==> config.mk <==
export PLATFORM = sky130hd
export DESIGN_NAME = bcd_stopwatch_counter_flat
export DESIGN_NICKNAME = d
export VERILOG_FILES = /design/src/rtl/bcd_stopwatch_counter_if.sv /design/src/rtl/bcd_stopwatch_counter.sv /design/src/flat_wrapper.sv
export SDC_FILE = /design/constraint.sdc
export NUM_CORES = 1
export LEC_CHECK = 0
export ABC_CLOCK_PERIOD_IN_PS = 3300
export CORE_MARGIN = 5
export CORE_UTILIZATION = 45
export DETAILED_ROUTE_END_ITERATION = 12
export HOLD_SLACK_MARGIN = 0.06
export PLACE_DENSITY = 0.77
export SYNTH_ARGS = -nofsm -noshare
export SYNTH_HDL_FRONTEND = slang
export SYNTH_SLANG_ARGS = --single-unit
==> constraint.sdc <==
create_clock -name clk -period 3.3 [get_ports clk]
set_clock_uncertainty 0.1 [all_clocks]
set_input_delay 0.495 -clock clk [delete_from_list [all_inputs] [get_ports clk]]
set_output_delay 0.495 -clock clk [all_outputs]
set_load 0.01 [all_outputs]
==> src/rtl/bcd_stopwatch_counter_if.sv <==
// bcd_stopwatch_counter_if: control/count bundle for the BCD stopwatch; LAP_CAPTURE_EN adds lap capture signals
interface bcd_stopwatch_counter_if #(parameter int DIGITS = 4);
  logic tick, start_stop, clear, load, down, running, expired, terminal;
  logic [4*DIGITS-1:0] load_value, digits;
`ifdef LAP_CAPTURE_EN
  logic lap, lap_valid;
  logic [4*DIGITS-1:0] lap_digits;
  modport master(output tick, start_stop, clear, load, load_value, down, lap,
                 input digits, running, expired, terminal, lap_digits, lap_valid);
  modport slave(input tick, start_stop, clear, load, load_value, down, lap,
                output digits, running, expired, terminal, lap_digits, lap_valid);
`else
  modport master(output tick, start_stop, clear, load, load_value, down,
                 input digits, running, expired, terminal);
  modport slave(input tick, start_stop, clear, load, load_value, down,
                output digits, running, expired, terminal);
`endif
endinterface

==> src/rtl/bcd_stopwatch_counter.sv <==
// bcd_stopwatch_counter: up/down BCD stopwatch with saturate/wrap terminal FSM; LAP_CAPTURE_EN adds lap capture
module bcd_stopwatch_counter #(
  parameter int DIGITS = 4,
  parameter bit WRAP   = 1'b0
) (
  input logic clk,
  input logic reset_n,
  bcd_stopwatch_counter_if.slave bus
);
  localparam int W = 4*DIGITS;
  localparam logic [W-1:0] NINES = {DIGITS{4'h9}};
  typedef enum logic [1:0] {STOPPED, RUNNING, EXPIRED} state_t;
  state_t state, state_nxt;
  logic [W-1:0] cnt, cnt_nxt, stepped, clamped, lim;
  logic prev, start_edge, at_limit, term_nxt, carry, running, expired, terminal;
  assign start_edge = bus.start_stop & ~prev;
  assign lim = bus.down ? '0 : NINES;
  assign at_limit = cnt == lim;
  always_comb begin
    stepped = cnt;
    clamped = '0;
    carry = 1'b1;
    for (int i = 0; i < DIGITS; i++) begin
      stepped[4*i+:4] = !carry ? cnt[4*i+:4]
                      : bus.down ? (cnt[4*i+:4] == 4'd0 ? 4'd9 : cnt[4*i+:4] - 4'd1)
                      : (cnt[4*i+:4] == 4'd9 ? 4'd0 : cnt[4*i+:4] + 4'd1);
      carry = carry & (cnt[4*i+:4] == (bus.down ? 4'd0 : 4'd9));
      clamped[4*i+:4] = bus.load_value[4*i+:4] > 4'd9 ? 4'd9 : bus.load_value[4*i+:4];
    end
  end
  always_comb begin
    state_nxt = state;
    cnt_nxt = cnt;
    term_nxt = 1'b0;
    if (bus.clear) begin
      state_nxt = STOPPED;
      cnt_nxt = '0;
    end else if (bus.load) begin
      state_nxt = STOPPED;
      cnt_nxt = clamped;
    end else if (start_edge) begin
      state_nxt = state == STOPPED ? RUNNING : STOPPED;
    end else if (bus.tick && state == RUNNING) begin
      // saturating mode holds at the limit; wrap mode lets the ripple carry roll over
      term_nxt = WRAP ? at_limit : (at_limit || stepped == lim);
      cnt_nxt = (!WRAP && at_limit) ? cnt : stepped;
      state_nxt = (!WRAP && term_nxt) ? EXPIRED : RUNNING;
    end
  end
  always_ff @(posedge clk or negedge reset_n)
    if (!reset_n) begin
      state <= STOPPED;
      cnt <= '0;
      prev <= 1'b0;
      running <= 1'b0;
      expired <= 1'b0;
      terminal <= 1'b0;
    end else begin
      state <= state_nxt;
      cnt <= cnt_nxt;
      prev <= bus.start_stop;
      running <= state_nxt == RUNNING;
      expired <= state_nxt == EXPIRED;
      terminal <= term_nxt;
    end
  assign bus.digits = cnt;
  assign bus.running = running;
  assign bus.expired = expired;
  assign bus.terminal = terminal;
`ifdef LAP_CAPTURE_EN
  logic lap_prev, lap_valid;
  logic [W-1:0] lap_digits;
  always_ff @(posedge clk or negedge reset_n)
    if (!reset_n) begin
      lap_prev <= 1'b0;
      lap_digits <= '0;
      lap_valid <= 1'b0;
    end else begin
      lap_prev <= bus.lap;
      if (bus.clear) begin
        lap_digits <= '0;
        lap_valid <= 1'b0;
      end else if (bus.lap && !lap_prev) begin
        lap_digits <= cnt;
        lap_valid <= 1'b1;
      end
    end
  assign bus.lap_digits = lap_digits;
  assign bus.lap_valid = lap_valid;
`endif
endmodule

==> src/flat_wrapper.sv <==
// flat-port wrapper written by rule: the top's interface ports become plain ports
module bcd_stopwatch_counter_flat 
#(
  parameter int DIGITS = 4,
  parameter bit WRAP   = 1'b0
)
  (clk, reset_n, bus_tick, bus_start_stop, bus_clear, bus_load, bus_load_value, bus_down, bus_digits, bus_running, bus_expired, bus_terminal);
  bcd_stopwatch_counter_if #(.DIGITS(DIGITS)) bus_i ();
  input logic clk;
  input logic reset_n;
  input wire logic [$bits(bus_i.tick)-1:0] bus_tick;
  input wire logic [$bits(bus_i.start_stop)-1:0] bus_start_stop;
  input wire logic [$bits(bus_i.clear)-1:0] bus_clear;
  input wire logic [$bits(bus_i.load)-1:0] bus_load;
  input wire logic [$bits(bus_i.load_value)-1:0] bus_load_value;
  input wire logic [$bits(bus_i.down)-1:0] bus_down;
  output wire logic [$bits(bus_i.digits)-1:0] bus_digits;
  output wire logic [$bits(bus_i.running)-1:0] bus_running;
  output wire logic [$bits(bus_i.expired)-1:0] bus_expired;
  output wire logic [$bits(bus_i.terminal)-1:0] bus_terminal;
  assign bus_i.tick = bus_tick;
  assign bus_i.start_stop = bus_start_stop;
  assign bus_i.clear = bus_clear;
  assign bus_i.load = bus_load;
  assign bus_i.load_value = bus_load_value;
  assign bus_i.down = bus_down;
  assign bus_digits = bus_i.digits;
  assign bus_running = bus_i.running;
  assign bus_expired = bus_i.expired;
  assign bus_terminal = bus_i.terminal;
  bcd_stopwatch_counter #(.DIGITS(DIGITS), .WRAP(WRAP)) u_core (.clk(clk), .reset_n(reset_n), .bus(bus_i));
endmodule
# [Word-level counts from Yosys, hierarchy flattened]
# Index checks and enable logic that the tools add are counted.
[op_classes] add_sub_neg=8 n_mul=0 n_div=0 order_cmp=4 eq_ne=14 shifts=0 n_mux=36 n_bitwise=4 n_reduce_logical=9
[op_table] cell="16-bit 2-to-1 mux" n=6
[op_table] cell="4-bit 2-to-1 mux" n=20
[op_table] cell="16-bit == test" n=2
[op_table] cell="4-bit by 1-bit adder with 4-bit output (second input constant)" n=4
[op_table] cell="4-bit == test (second input constant)" n=4
[op_table] cell="4-bit greater-than comparator (second input constant)" n=4
[op_table] cell="4-bit logical NOT" n=4
[op_table] cell="4-bit by 1-bit subtractor with 4-bit output (second input constant)" n=4
[op_table] cell="4-bit == test" n=3
[op_table] cell="2-bit 2-to-1 mux" n=5
[op_table] cell="3-bit inequality test (second input constant)" n=2
[op_table] cell="1-bit 2-to-1 mux" n=5
[op_table] cell="2-bit by 1-bit == test with 1-bit output (second input constant)" n=2
[op_table] cell="1-bit AND" n=3
[op_table] cell="3-bit AND reduction" n=1
[op_table] cell="3-bit nonzero test" n=1
[op_table] cell="2-bit == test (second input constant)" n=1
[op_table] cell="2-bit logical NOT" n=1
[op_table] cell="1-bit logical AND" n=1
[op_table] cell="1-bit logical OR" n=1
[op_table] cell="1-bit inverter" n=1
[totals] ff_bits=22 latchBits=0 ramBits=0 romBits=0 input_bits=23 out_inout_bits=19 wordCells=81 mem_count=0

# [Logic depth before layout (Yosys ltp)]
# Gate-level depths: netlist of the first run.
[logic_depth] ltp_word=13 mapped_depth=14 ltp_nobuf=10

# [Worst setup path before layout of the first run]
# Ideal clock, no wire load.
[synth_timing] kind="input-to-reg" startpoint="in bus_down" endpoint="reg u_core.running, in the netlist u_core.bus.running" setup_time_ns=0.138 arrival_time_ns=3.018 slack_ns=0.044 stages=13 n_path_buf=3 cell_sequence="buf_4 > buf_2 > inv_2 > buf_2 > ha_1 > nor3b_4 > o211a_2 > mux2_2 > nor2_1 > and4_4 > o2111ai_2 > a21oi_2 > nor4_1"
[synth_between] elab_chain_len=13 elab_cells_between_ends=23 classes_between="eq/ne (6); mux (14); bitwise (2); reduce/logical (1)"
[synth_lines] element="start: declaration" line_no="flat_wrapper.sv:16" text="input wire logic [$bits(bus_i.down)-1:0] bus_down;"
[synth_lines] element="4-bit 2-to-1 mux" line_no="bcd_stopwatch_counter.sv:27" text="carry = carry & (cnt[4*i+:4] == (bus.down ? 4'd0 : 4'd9));"
[synth_lines] element="4-bit == test" line_no="bcd_stopwatch_counter.sv:27"
[synth_lines] element="1-bit AND (2 in a row)" line_no="bcd_stopwatch_counter.sv:27"
[synth_lines] element="4-bit 2-to-1 mux" line_no="bcd_stopwatch_counter.sv:24" text="stepped[4*i+:4] = !carry ? cnt[4*i+:4]"
[synth_lines] element="16-bit == test" line_no="bcd_stopwatch_counter.sv:45" text="term_nxt = WRAP ? at_limit : (at_limit || stepped == lim);"
[synth_lines] element="1-bit logical OR (*)" line_no="bcd_stopwatch_counter.sv:45"
[synth_lines] element="2-bit 2-to-1 mux (*)" line_no="bcd_stopwatch_counter.sv:47" text="state_nxt = (!WRAP && term_nxt) ? EXPIRED : RUNNING;"
[synth_lines] element="2-bit 2-to-1 mux (*)" line_no="bcd_stopwatch_counter.sv:43" text="end else if (bus.tick && state == RUNNING) begin"
[synth_lines] element="2-bit 2-to-1 mux (*)" line_no="bcd_stopwatch_counter.sv:41" text="end else if (start_edge) begin"
[synth_lines] element="2-bit 2-to-1 mux (*)" line_no="bcd_stopwatch_counter.sv:38" text="end else if (bus.load) begin"
[synth_lines] element="2-bit 2-to-1 mux (*)" line_no="bcd_stopwatch_counter.sv:35" text="if (bus.clear) begin"
[synth_lines] element="2-bit by 1-bit == test with 1-bit output (*)" line_no="bcd_stopwatch_counter.sv:62" text="running <= state_nxt == RUNNING;"
[synth_lines] element="end signal: assignment" line_no="bcd_stopwatch_counter.sv:55" text="running <= 1'b0;"
[synth_lines] element="end signal: assignment" line_no="bcd_stopwatch_counter.sv:62"
[synth_lines] element="end: declaration" line_no="bcd_stopwatch_counter.sv:15" text="logic prev, start_edge, at_limit, term_nxt, carry, running, expired, terminal;"
# Mark *: on every way between the ends. The rest lies on a longest branch, timed or not.
# A chain may end at the register's enable or synchronous reset.

# [Worst setup path after layout of the first run]
[layout_timing] startpoint="in bus_down" endpoint="reg u_core.expired, in the netlist u_core.bus.expired"
[layout_between] elab_chain_len=13 elab_cells_between_ends=23 classes_between="eq/ne (6); mux (14); bitwise (2); reduce/logical (1)"
[layout_lines] element="4-bit 2-to-1 mux" line_no="bcd_stopwatch_counter.sv:27"
[layout_lines] element="4-bit == test" line_no="bcd_stopwatch_counter.sv:27"
[layout_lines] element="1-bit AND (2 in a row)" line_no="bcd_stopwatch_counter.sv:27"
[layout_lines] element="4-bit 2-to-1 mux" line_no="bcd_stopwatch_counter.sv:24"
[layout_lines] element="16-bit == test" line_no="bcd_stopwatch_counter.sv:45"
[layout_lines] element="1-bit logical OR (*)" line_no="bcd_stopwatch_counter.sv:45"
[layout_lines] element="2-bit 2-to-1 mux (*)" line_no="bcd_stopwatch_counter.sv:47"
[layout_lines] element="2-bit 2-to-1 mux (*)" line_no="bcd_stopwatch_counter.sv:43"
[layout_lines] element="2-bit 2-to-1 mux (*)" line_no="bcd_stopwatch_counter.sv:41"
[layout_lines] element="2-bit 2-to-1 mux (*)" line_no="bcd_stopwatch_counter.sv:38"
[layout_lines] element="2-bit 2-to-1 mux (*)" line_no="bcd_stopwatch_counter.sv:35"
[layout_lines] element="2-bit == test (*)" line_no="bcd_stopwatch_counter.sv:63" text="expired <= state_nxt == EXPIRED;"
[layout_lines] element="end signal: assignment" line_no="bcd_stopwatch_counter.sv:56" text="expired <= 1'b0;"
[layout_lines] element="end signal: assignment" line_no="bcd_stopwatch_counter.sv:63"
[layout_lines] element="end: declaration" line_no="bcd_stopwatch_counter.sv:15"
# Marks and branches as above.

==> summary.md, run 1 <==
| Metric | Value |
|---|---|
| Status | `finished, final reports clean` |
| Placer's final routability congestion estimate | `~0.90` |
| First-pass GRT wire length | `around 10000 um` |
| Fillers | `approximately 470` |
| CTS tree | `built` |
| I/O pin count | `42` |
| PortBufs | `between 40 and 50` |
| Final setup fails | `0` |
| P&R area growth vs syn | `27.53%` |
| Largest cells by area after synthesis | `dfrtp_1 (24%), nor2_1 (6.9%), a21oi_1 (6.3%)` |
| Post-route DRC violation count | `0` |
| Tightest Pin Transition | `between 900 and 1000 ps` |
| Critical Path Sink | `u_core.bus.expired` |
| Die height | `a little over 80 um` |
| GR peak layer | `met2` |
| Part of the Yosys area used for sequential elements | `about a quarter` |
| Hold-fix buffers, CTS | `0` |
| Worst reg-to-reg path cell count | `12` |
| Setup WS post-layout | `approximately 170 ps` |
| Final Instance Count excl. Fillers | `approximately 410` |
| Crit. Startpoint | `bus_down` |
| Largest net degree at the start of global routing | `39` |
| Synth area leader | `dfrtp_1` |
| Placed cells | `roughly 410` |
| TritonCTS buffer count | `3` |
| Most numerous cell in the Yosys netlist | `nor2_1` |
| Via total after detailed routing | `2400` |
| Final wirelength | `roughly 6400 um` |
| Fmax | `roughly 320 MHz` |
| Data required, critical path | `roughly 3400 ps` |
| Mapped Cells | `304` |
| Main synth FF type | `dfrtp_1` |
| Initial antenna violation count | `0` |
| Tcrit/Tclk final | `a little over nine tenths` |
| Critical Path AT | `around 3200 ps` |
| Post-synth ARST share | `100.0%` |
| Number of global-route vias before repair | `2145` |
| Total congestion overflow | `0` |
| Share of the synthesized area in the top cell type | `about 24%` |
| Final Hold Fails | `0` |
| Pleak | `1.162 nW` |
| DIE AREA | `between 6000 and 7000 um^2` |
| Final critical-path required period | `approximately 3100 ps` |
| Row count | `26` |
| Worst hold path class | `reg2reg` |
| Hold slack | `around 550 ps` |
| R2R Path End | `u_core.bus.expired` |
| GR Util met1 | `between 20 and 30%` |
| Worst-path clk slew | `around 70 ps` |
| Routed vias/inst | `5.811` |
| Crit path launch type | `input port` |
| Ys Warns | `0` |
| FF+latch count, synth | `22` |
| Yosys cell types | `65` |
| Worst skew pair latency | `approximately 260 ps` |
| Max-cap viol count | `0` |
| Die width | `81.35 um` |
| EDFF count, synth | `0` |
| Synth Cell Area | `roughly 2300 um^2` |
| Place WS | `-168.3 ps` |
| Synth Net Count | `approximately 330` |
| WS Path Type | `in2reg` |
| Core area | `between 5000 and 6000 um^2` |
| RSZ-0062 raised after global routing | `no` |
| Syn Area/Cell | `roughly 7.5 um^2` |
| Share of layout cells above drive strength 1 | `roughly 14%` |
| Power per cell area | `around 270 nW/um^2` |
| Crit-path max FO | `4` |
| Clock sink count | `22` |
| # diodes | `0` |
| GRT Overall Usage | `19.77%` |
| Met2 usage | `about 30%` |
| GR Util met3 | `between 1.5 and 2%` |
| Most frequent cells after synthesis | `nor2_1 (42), a21oi_1 (29), dfrtp_1 (22)` |
| Bufs on Longest Clock Path | `2` |
| Initial Utilization | `45.73%` |
| Root Buffer | `clkbuf_8` |
| Routed Antenna Nets | `0` |
| Drt pass-1 iters | `5` |
| Relative slew slack | `between 30% and 40%` |
| # nets final | `approximately 370` |
| H-tree Lvls | `1` |
| Post-DP HPWL | `~4700 um` |
| Final max-slew violation count | `0` |
| Maximum VDD drop | `~0.33 mV` |
| Iter 0 DRT Violations | `254` |
| Reg2Reg Setup Slack | `between 400 and 500 ps` |
| Worst Setup End Kind | `register` |
| DR WL/cell | `roughly 15 um` |
| RR Startpoint | `u_core.bus.digits[0]` |
-- cell families after synthesis --
family                     after synthesis  share of synthesized area [%]
AOI/OAI and AO/OA                      101                          28.84
adders and majority gates                6                          3.277
muxes                                    6                          2.731
buffers and inverters                   40                          7.373
DFF                                     22                          24.03
xor gates and xnor gates                12                          4.916
and+or+nand+nor                        117                          28.84
-- flip-flops by register name, indices dropped and copies added, names as in the netlist --
signal / flops
u_core.prev: 1
u_core.state: 2
u_core.bus.expired: 1
u_core.bus.running: 1
u_core.bus.digits: 16
u_core.bus.terminal: 1
-- layer usage --
layer,vias to the layer above,wire length (um)
met2,85,2873
met3,13,390
met1,1120,2957
met5,-,0
li1,1182,-
met4,0,137
-- cells in the final DEF, fill, tap and decap left out, types with 2 or more instances in the layout --
cell	count
a2bb2oi_1	2
nor3_1	10
nand4b_1	2
a22oi_1	3
clkbuf_8	3
nor4b_1	3
a21oi_1	28
a22o_1	2
nand3_1	3
o22a_1	2
a211oi_1	5
a31oi_1	8
xnor2_1	8
clkdlybuf4s50_1	41
a21oi_2	2
mux2_2	2
xor2_1	3
o21ai_0	15
nor4_1	3
inv_2	2
nand2_1	14
o211ai_1	2
and3_1	4
o21ai_1	11
nor4b_2	2
buf_4	21
inv_1	10
dfrtp_1	22
ha_1	6
nor2b_1	5
nand3b_1	4
nand2b_1	10
o22ai_1	3
mux2i_1	4
nor2_1	42
and4b_1	4
-- how the worst min path moves through the flow --
stage	from	cells after the start	slack [ps]	endpoint
floorplan	reset_n	0	100	u_core.bus.digits[0]
global placement	u_core.state[1]	2	510	u_core.state[1]
detailed placement	u_core.state[1]	2	520	u_core.state[1]
CTS	u_core.state[1]	2	550	u_core.state[1]
global route	u_core.state[1]	2	600	u_core.state[1]
finish	u_core.state[1]	2	550	u_core.state[1]
-- critical path, stage by stage --
cell             delay, ps
clkdlybuf4s50_1        530
inv_2                   50
ha_1                   280
nor3b_4                170
buf_4                  160
buf_4                  130
a32o_1                 240
a221oi_4               320
nand4_1                150
o31ai_2                120
o2111ai_2              210
a21oi_2                230
o31a_1                 140
-- stage by stage --
stage | instance area [um^2] | setup TNS [ps] | util (%) | power, W
finish | 2922 | 0 | 58.32 | 0.0007816
global route | 2922 | 0 | 58.32 | 0.0008267
floorplan | 2291 | 0 | - | 0.0004887
detailed placement | 2828 | -852.8 | 56.44 | 0.0006036
CTS | 2869 | 0 | 57.27 | 0.0007674
global placement | 2828 | -139.9 | 56.44 | 0.0005956
-- where the power goes --
| group | switching [W] | total (W) | internal (W) |
|---|---|---|---|
| combinational | 0.000151 | 0.000302 | 0.000150 |
| sequential | 0.0000356 | 0.000317 | 0.000281 |
| clock | 0.0000816 | 0.000163 | 0.0000816 |
-- cell type report --
| cell class | count | area (um^2) | share of cell area [%] |
|---|---|---|---|
| inverter | 12 | 45.04 | 1.542 |
| multi-input combinational | 242 | 1598 | 54.69 |
| tap | 70 | 87.58 | 2.998 |
| timing repair buffer | 64 | 599.3 | 20.51 |
| clock buffer | 3 | 41.29 | 1.413 |
| sequential | 22 | 550.5 | 18.84 |
-- timing repair --
item	4_1_cts	5_1_grt
buffers inserted	0	3
resized for setup	0	5
setup endpoints to repair	0	5
Power figures use the tool's default switching activity.
==> run 2: changes to the inputs <==
--- a/config.mk
+++ b/config.mk
@@ -8,6 +8,7 @@
 export ABC_CLOCK_PERIOD_IN_PS = 3300
 export CORE_MARGIN = 5
 export CORE_UTILIZATION = 45
+export CTS_CLUSTER_DIAMETER = 60
 export DETAILED_ROUTE_END_ITERATION = 12
 export HOLD_SLACK_MARGIN = 0.06
 export PLACE_DENSITY = 0.77
==> results of run 2 <==
The final DEF is identical to that of run 1; final timing and power are the same.
==> run 3: changes to the inputs <==
--- a/config.mk
+++ b/config.mk
@@ -12,6 +12,8 @@
 export DETAILED_ROUTE_END_ITERATION = 12
 export HOLD_SLACK_MARGIN = 0.06
 export PLACE_DENSITY = 0.77
+export SKIP_LAST_GASP = 1
 export SYNTH_ARGS = -nofsm -noshare
 export SYNTH_HDL_FRONTEND = slang
 export SYNTH_SLANG_ARGS = --single-unit
+export TNS_END_PERCENT = 50
==> results of run 3 <==
The final DEF is identical to that of run 1; final timing and power are the same.
==> RTL edit 1 (config.mk and constraints of run 2) <==
`WRAP` is set to 1'b0 in 2 places; all go to 1'b1.
--- a/src/rtl/bcd_stopwatch_counter.sv
+++ b/src/rtl/bcd_stopwatch_counter.sv
@@ -1,7 +1,7 @@
 // bcd_stopwatch_counter: up/down BCD stopwatch with saturate/wrap terminal FSM; LAP_CAPTURE_EN adds lap capture
 module bcd_stopwatch_counter #(
   parameter int DIGITS = 4,
-  parameter bit WRAP   = 1'b0
+  parameter bit WRAP   = 1'b1
 ) (
   input logic clk,
   input logic reset_n,
--- a/src/flat_wrapper.sv
+++ b/src/flat_wrapper.sv
@@ -2,7 +2,7 @@
 module bcd_stopwatch_counter_flat 
 #(
   parameter int DIGITS = 4,
-  parameter bit WRAP   = 1'b0
+  parameter bit WRAP   = 1'b1
 )
   (clk, reset_n, bus_tick, bus_start_stop, bus_clear, bus_load, bus_load_value, bus_down, bus_digits, bus_running, bus_expired, bus_terminal);
   bcd_stopwatch_counter_if #(.DIGITS(DIGITS)) bus_i ();
Formal check against the unedited RTL: not equivalent (Yosys sat finds a counterexample within 4 cycles, from zero or initial values and one cycle with reset_n low).
==> RTL edit 1 against run 2 <==
Wire length shrank 20%; power increased by 0.29%; synthesized cell count is 20% lower; worst setup slack better by 0.62 ns; global-route usage shrank 2.7 points; synthesized area shrank 14%; hold slack lost 0.10 ns; count of clock-buffer cells in the layout up 1; fmax grew 25%; design area down 16%; non-clock buffer count decreased by 19; sequential cell count unchanged; highest routed layer unchanged.
==> RTL edit 1: results (changes against run 2) <==
• flip-flop and latch share of the layout cell area: 22.53%, +3.7 points
• wire length of the first global-routing pass: 8500 um, -19%
• depth of the most critical reg-to-reg path: 6, -6
• routed length on met1: 2396 um, -19%
• count of cell types in the netlist: 58, -11%
• run status: finished, final reports clean
• aggregate routed wire length: 5090 um, -20%
• overall global routing resource usage: 17.09%, -2.7 points
• met1 demand-to-capacity share in global routing: 24.45%, -4.1 points
• Max Fanout on Critical Path: 10, +6
• antenna fix cells: 0, unchanged
• proportion of cell area spent on the clock network: 2.253%, +0.84 points
• Mapped Nets: 278, -17%
• final RePlAce weighted congestion: 0.8438, -6.0%
• fraction of cell area in non-clock buffers: 18.02%, -2.5 points
• cell count after synthesis: 244, -20%
• pre-CTS setup slack: 0.4975 ns, +0.6659 ns
• GRT met3 Usage: 3.191%, +1.2 points
• flip-flop and latch count: 22, unchanged
• Min-Delay Startpoint: u_core.state[0]
• transition at the pin with the smallest max-transition slack: 1.038 ns, +0.06987 ns
• post-layout net count: 309, -17%
• IR drop worst, VDD: 0.1451 mV, -56%
• fin crit share: 76.04%, -19 points
• non-filler instance count after layout: 326, -21%
• critical path arrival: 2.57 ns, -0.67 ns
• fraction of area in multi-input gates: 52.53%, -2.2 points
• proportion of layout cells with a drive suffix above 1: 6.934%, -7.1 points
• post-DP HPWL: 3664 um, -22%
• sequential standard cell area: 550.5 um2, unchanged
• non-clock inverter count: 13, +1
• Non-clock buffers: 45, -30%
• leading cell types by total area after synthesis: dfrtp_1 (28%), ha_1 (7.0%), o21ai_0 (4.8%)
• number of vias in the routed layout: 1927, -20%
• Fillers: 406, -14%
• WHS: 0.4462 ns, -0.1039 ns
• clock transition at the register clock pins on the worst setup and hold paths after CTS: 0.09 ns, +0.02 ns
• Synth top cells by count: dfrtp_1 (22), o21ai_0 (19), a21oi_1 (17), nand2_1 (17), nor2_1 (17)
• total length of routed met3 wires: 326 um, -16%
• area of the core region: 4324 um2, -14%
• dominant delay contributor by cell family on the critical path: buffers and inverters
• Min-Delay Endpoint: u_core.bus.expired
• pin count of the biggest net entering global routing: 36, -7.7%
• clock buf count: 4, +1
• number of cells on the worst hold path: 1, -1
• cell internal pwr: 0.0005213 W, +1.6%
• multi-input combinational gate total: 190, -21%
• number of gates resized after cts: 0, unchanged
• capture point of the critical path: u_core.bus.digits[12]
• via count of the first global-routing pass: 1754, -18%
• CP max stage delay: 0.48 ns, -0.05 ns
• sequential element share of the synthesized area: 27.81%, +3.8 points
• worst setup slack for register-to-register paths: 1.14 ns, +0.72 ns
• detailed-routing iteration count for the pre-antenna-repair pass: 4, -1
• met2 routing resource usage after global routing: 26.54%, -3.5 points
==> RTL edit 1: kinds of logic (layout without fill, tap and decap cells) <==
| family | count (synthesis) | after routing | share of synthesized area, % |
|---|---|---|---|
| simple gates | 89 | 89 | 24.72 |
| compound gates | 77 | 77 | 26.55 |
| buf+inv | 32 | 62 | 7.333 |
| flops | 22 | 22 | 27.81 |
| fa+ha+maj | 11 | 11 | 6.953 |
| mux | 9 | 9 | 4.867 |
| xor+xnor | 4 | 4 | 1.770 |
==> RTL edit 1: power groups by stage <==
| stage | clock network [W] | registers, W | logic [W] |
|---|---|---|---|
| after floorplan | 0 | 0.000316 | 0.000166 |
| after global placement | 0 | 0.000332 | 0.000247 |
| after detailed placement | 0 | 0.000333 | 0.000248 |
| after CTS | 0.000204 | 0.000327 | 0.000250 |
| after global routing | 0.000218 | 0.000334 | 0.000276 |
| final | 0.000205 | 0.000328 | 0.000250 |
==> RTL edit 2 (settings of run 2) <==
Without the edit above. Re-encode `state_t` (3 states) as one-hot, 3 bits wide.
--- a/src/rtl/bcd_stopwatch_counter.sv
+++ b/src/rtl/bcd_stopwatch_counter.sv
@@ -9,7 +9,7 @@
 );
   localparam int W = 4*DIGITS;
   localparam logic [W-1:0] NINES = {DIGITS{4'h9}};
-  typedef enum logic [1:0] {STOPPED, RUNNING, EXPIRED} state_t;
+  typedef enum logic [2:0] {STOPPED = 3'b001, RUNNING = 3'b010, EXPIRED = 3'b100} state_t;
   state_t state, state_nxt;
   logic [W-1:0] cnt, cnt_nxt, stepped, clamped, lim;
   logic prev, start_edge, at_limit, term_nxt, carry, running, expired, terminal;
Behaviour: no difference found for any inputs over 10 cycles, from zero or initial values and one cycle with reset_n low; not proved beyond that.
==> RTL edit 2 against run 2 <==
Wire length grew 9.1%; design area rose by 9.1%; non-clock buffer count rose by 12; count of clock-buffer cells in the layout unchanged; synthesized area is 7.8% higher; first-iteration DRC count is 35% higher; power grew 4.7%; clock power increased by 14%; sequential cell count up 1; worst setup slack gained 0.26 ns.
==> RTL edit 2: results (changes against run 2) <==
• sequential element share of the synthesized area: 23.37%, -0.67 points
• xor/xnor share of the synthesized area: 3.903%, -1.0 points
• post-layout net count: 407, +8.8%
• clk_lat worst skew: 0.28 ns, +0.02 ns
• post-layout utilization of the core: 58.96%, +0.64 points
• proportion of layout cells with a drive suffix above 1: 16.71%, +2.7 points
• worst rel slew slack: 42.49%, +7.2 points
• Max stage delay cell, worst path: or3b_4
• max frequency: 0.3480 GHz, +9.0%
• relative area change from synthesis to final layout: 29.09%
• number of DRC markers after the initial detailed-route iteration: 344, +35%
• post-synthesis adder-cell area fraction: 3.041%, -0.24 points
• pre-CTS setup slack: -0.3137 ns, -0.1453 ns
• flip-flop and latch count: 23, +4.5%
• wire length of the first global-routing pass: 11460 um, +9.5%
• cell count after synthesis: 328, +7.9%
• Fillers: 492, +3.8%
• proportion of cell area spent on the clock network: 1.453%, +0.039 points
• net switching power: 0.0002886 W, +7.4%
• critical path arrival: 2.95 ns, -0.29 ns
• CP max stage delay: 0.43 ns, -0.10 ns
• flip-flop and latch share of the layout cell area: 18.10%, -0.74 points
• multi-input combinational gate total: 261, +7.9%
• cell total after placement: 445, +9.3%
• Non-clock buffers: 76, +19%
• run status: finished, final reports clean
• clock transition at the register clock pins on the worst setup and hold paths after CTS: 0.09 ns, +0.02 ns
• IR drop worst, VDD: 0.2156 mV, -34%
• count of cell types in the netlist: 62, -4.6%
• via count of the first global-routing pass: 2391, +11%
• sequential standard cell area: 576.8 um2, +4.8%
• post-DP HPWL: 5207 um, +11%
• total cell area at the placement stage: 3123 um2, +10%
• leading cell types by total area after synthesis: dfrtp_1 (22%), a21oi_1 (5.9%), nor2_1 (5.0%)
[RTL edit 2: cell count changes in the layout (fill, tap and decap cells not counted), moves of 4 or more]
cell / run 2 / this run
buf_4: 21 / 34
a31oi_1: 8 / 3
a211o_1: 1 / 7
nor2_1: 42 / 33
o21ai_0: 15 / 19
or3_1: 1 / 7
and4b_1: 4 / 0
o21ai_1: 11 / 6
nand2_1: 14 / 27
[RTL edit 2: worst register-to-register path, stage by stage, from the launching register on]
cell       delay (ns)
dfrtp_1          0.35
inv_1            0.10
ha_1             0.31
or3b_4           0.43
o31a_1           0.26
a2111oi_2        0.33
o211ai_1         0.20
nor4_4           0.39
o211ai_1         0.16
o32ai_1          0.14
[RTL edit 2: power by group through the flow]
stage / Combinational [W] / Clock, W / Sequential (W)
CTS: 0.000315 / 0.000190 / 0.000314
global route: 0.000346 / 0.000199 / 0.000317
finish: 0.000317 / 0.000186 / 0.000315
global placement: 0.000305 / 0 / 0.000319
detailed placement: 0.000311 / 0 / 0.000320
floorplan: 0.000197 / 0 / 0.000313
[RTL edit 2: worst max-delay path by stage]
stage	endpoint	cells after the start
floorplan	u_core.bus.running	13
global placement	u_core.bus.running	10
detailed placement	u_core.bus.expired	10
CTS	u_core.bus.expired	10
global route	u_core.bus.expired	9
finish	u_core.bus.expired	9
[RTL edit 2: what timing repair did]
item	CTS	global route
resized for setup	3	2
endpoints found under the setup margin	4	7
pin swaps	1	5
hold buffers	0	0
[RTL edit 2: logic make-up after synthesis]
logic type      after synthesis
compound gates              104
xor+xnor                     11
fa+ha+maj                     6
buf+inv                      44
flops                        23
mux                           3
simple gates                137
[RTL edit 2: routing by layer]
layer	GRT usage [%]	vias up	routed length (um)
met5	0	-	0
met2	31.06	95	3250
li1	-	1299	-
met1	27.43	1223	3222
met3	1.579	5	403
met4	4.532	0	59
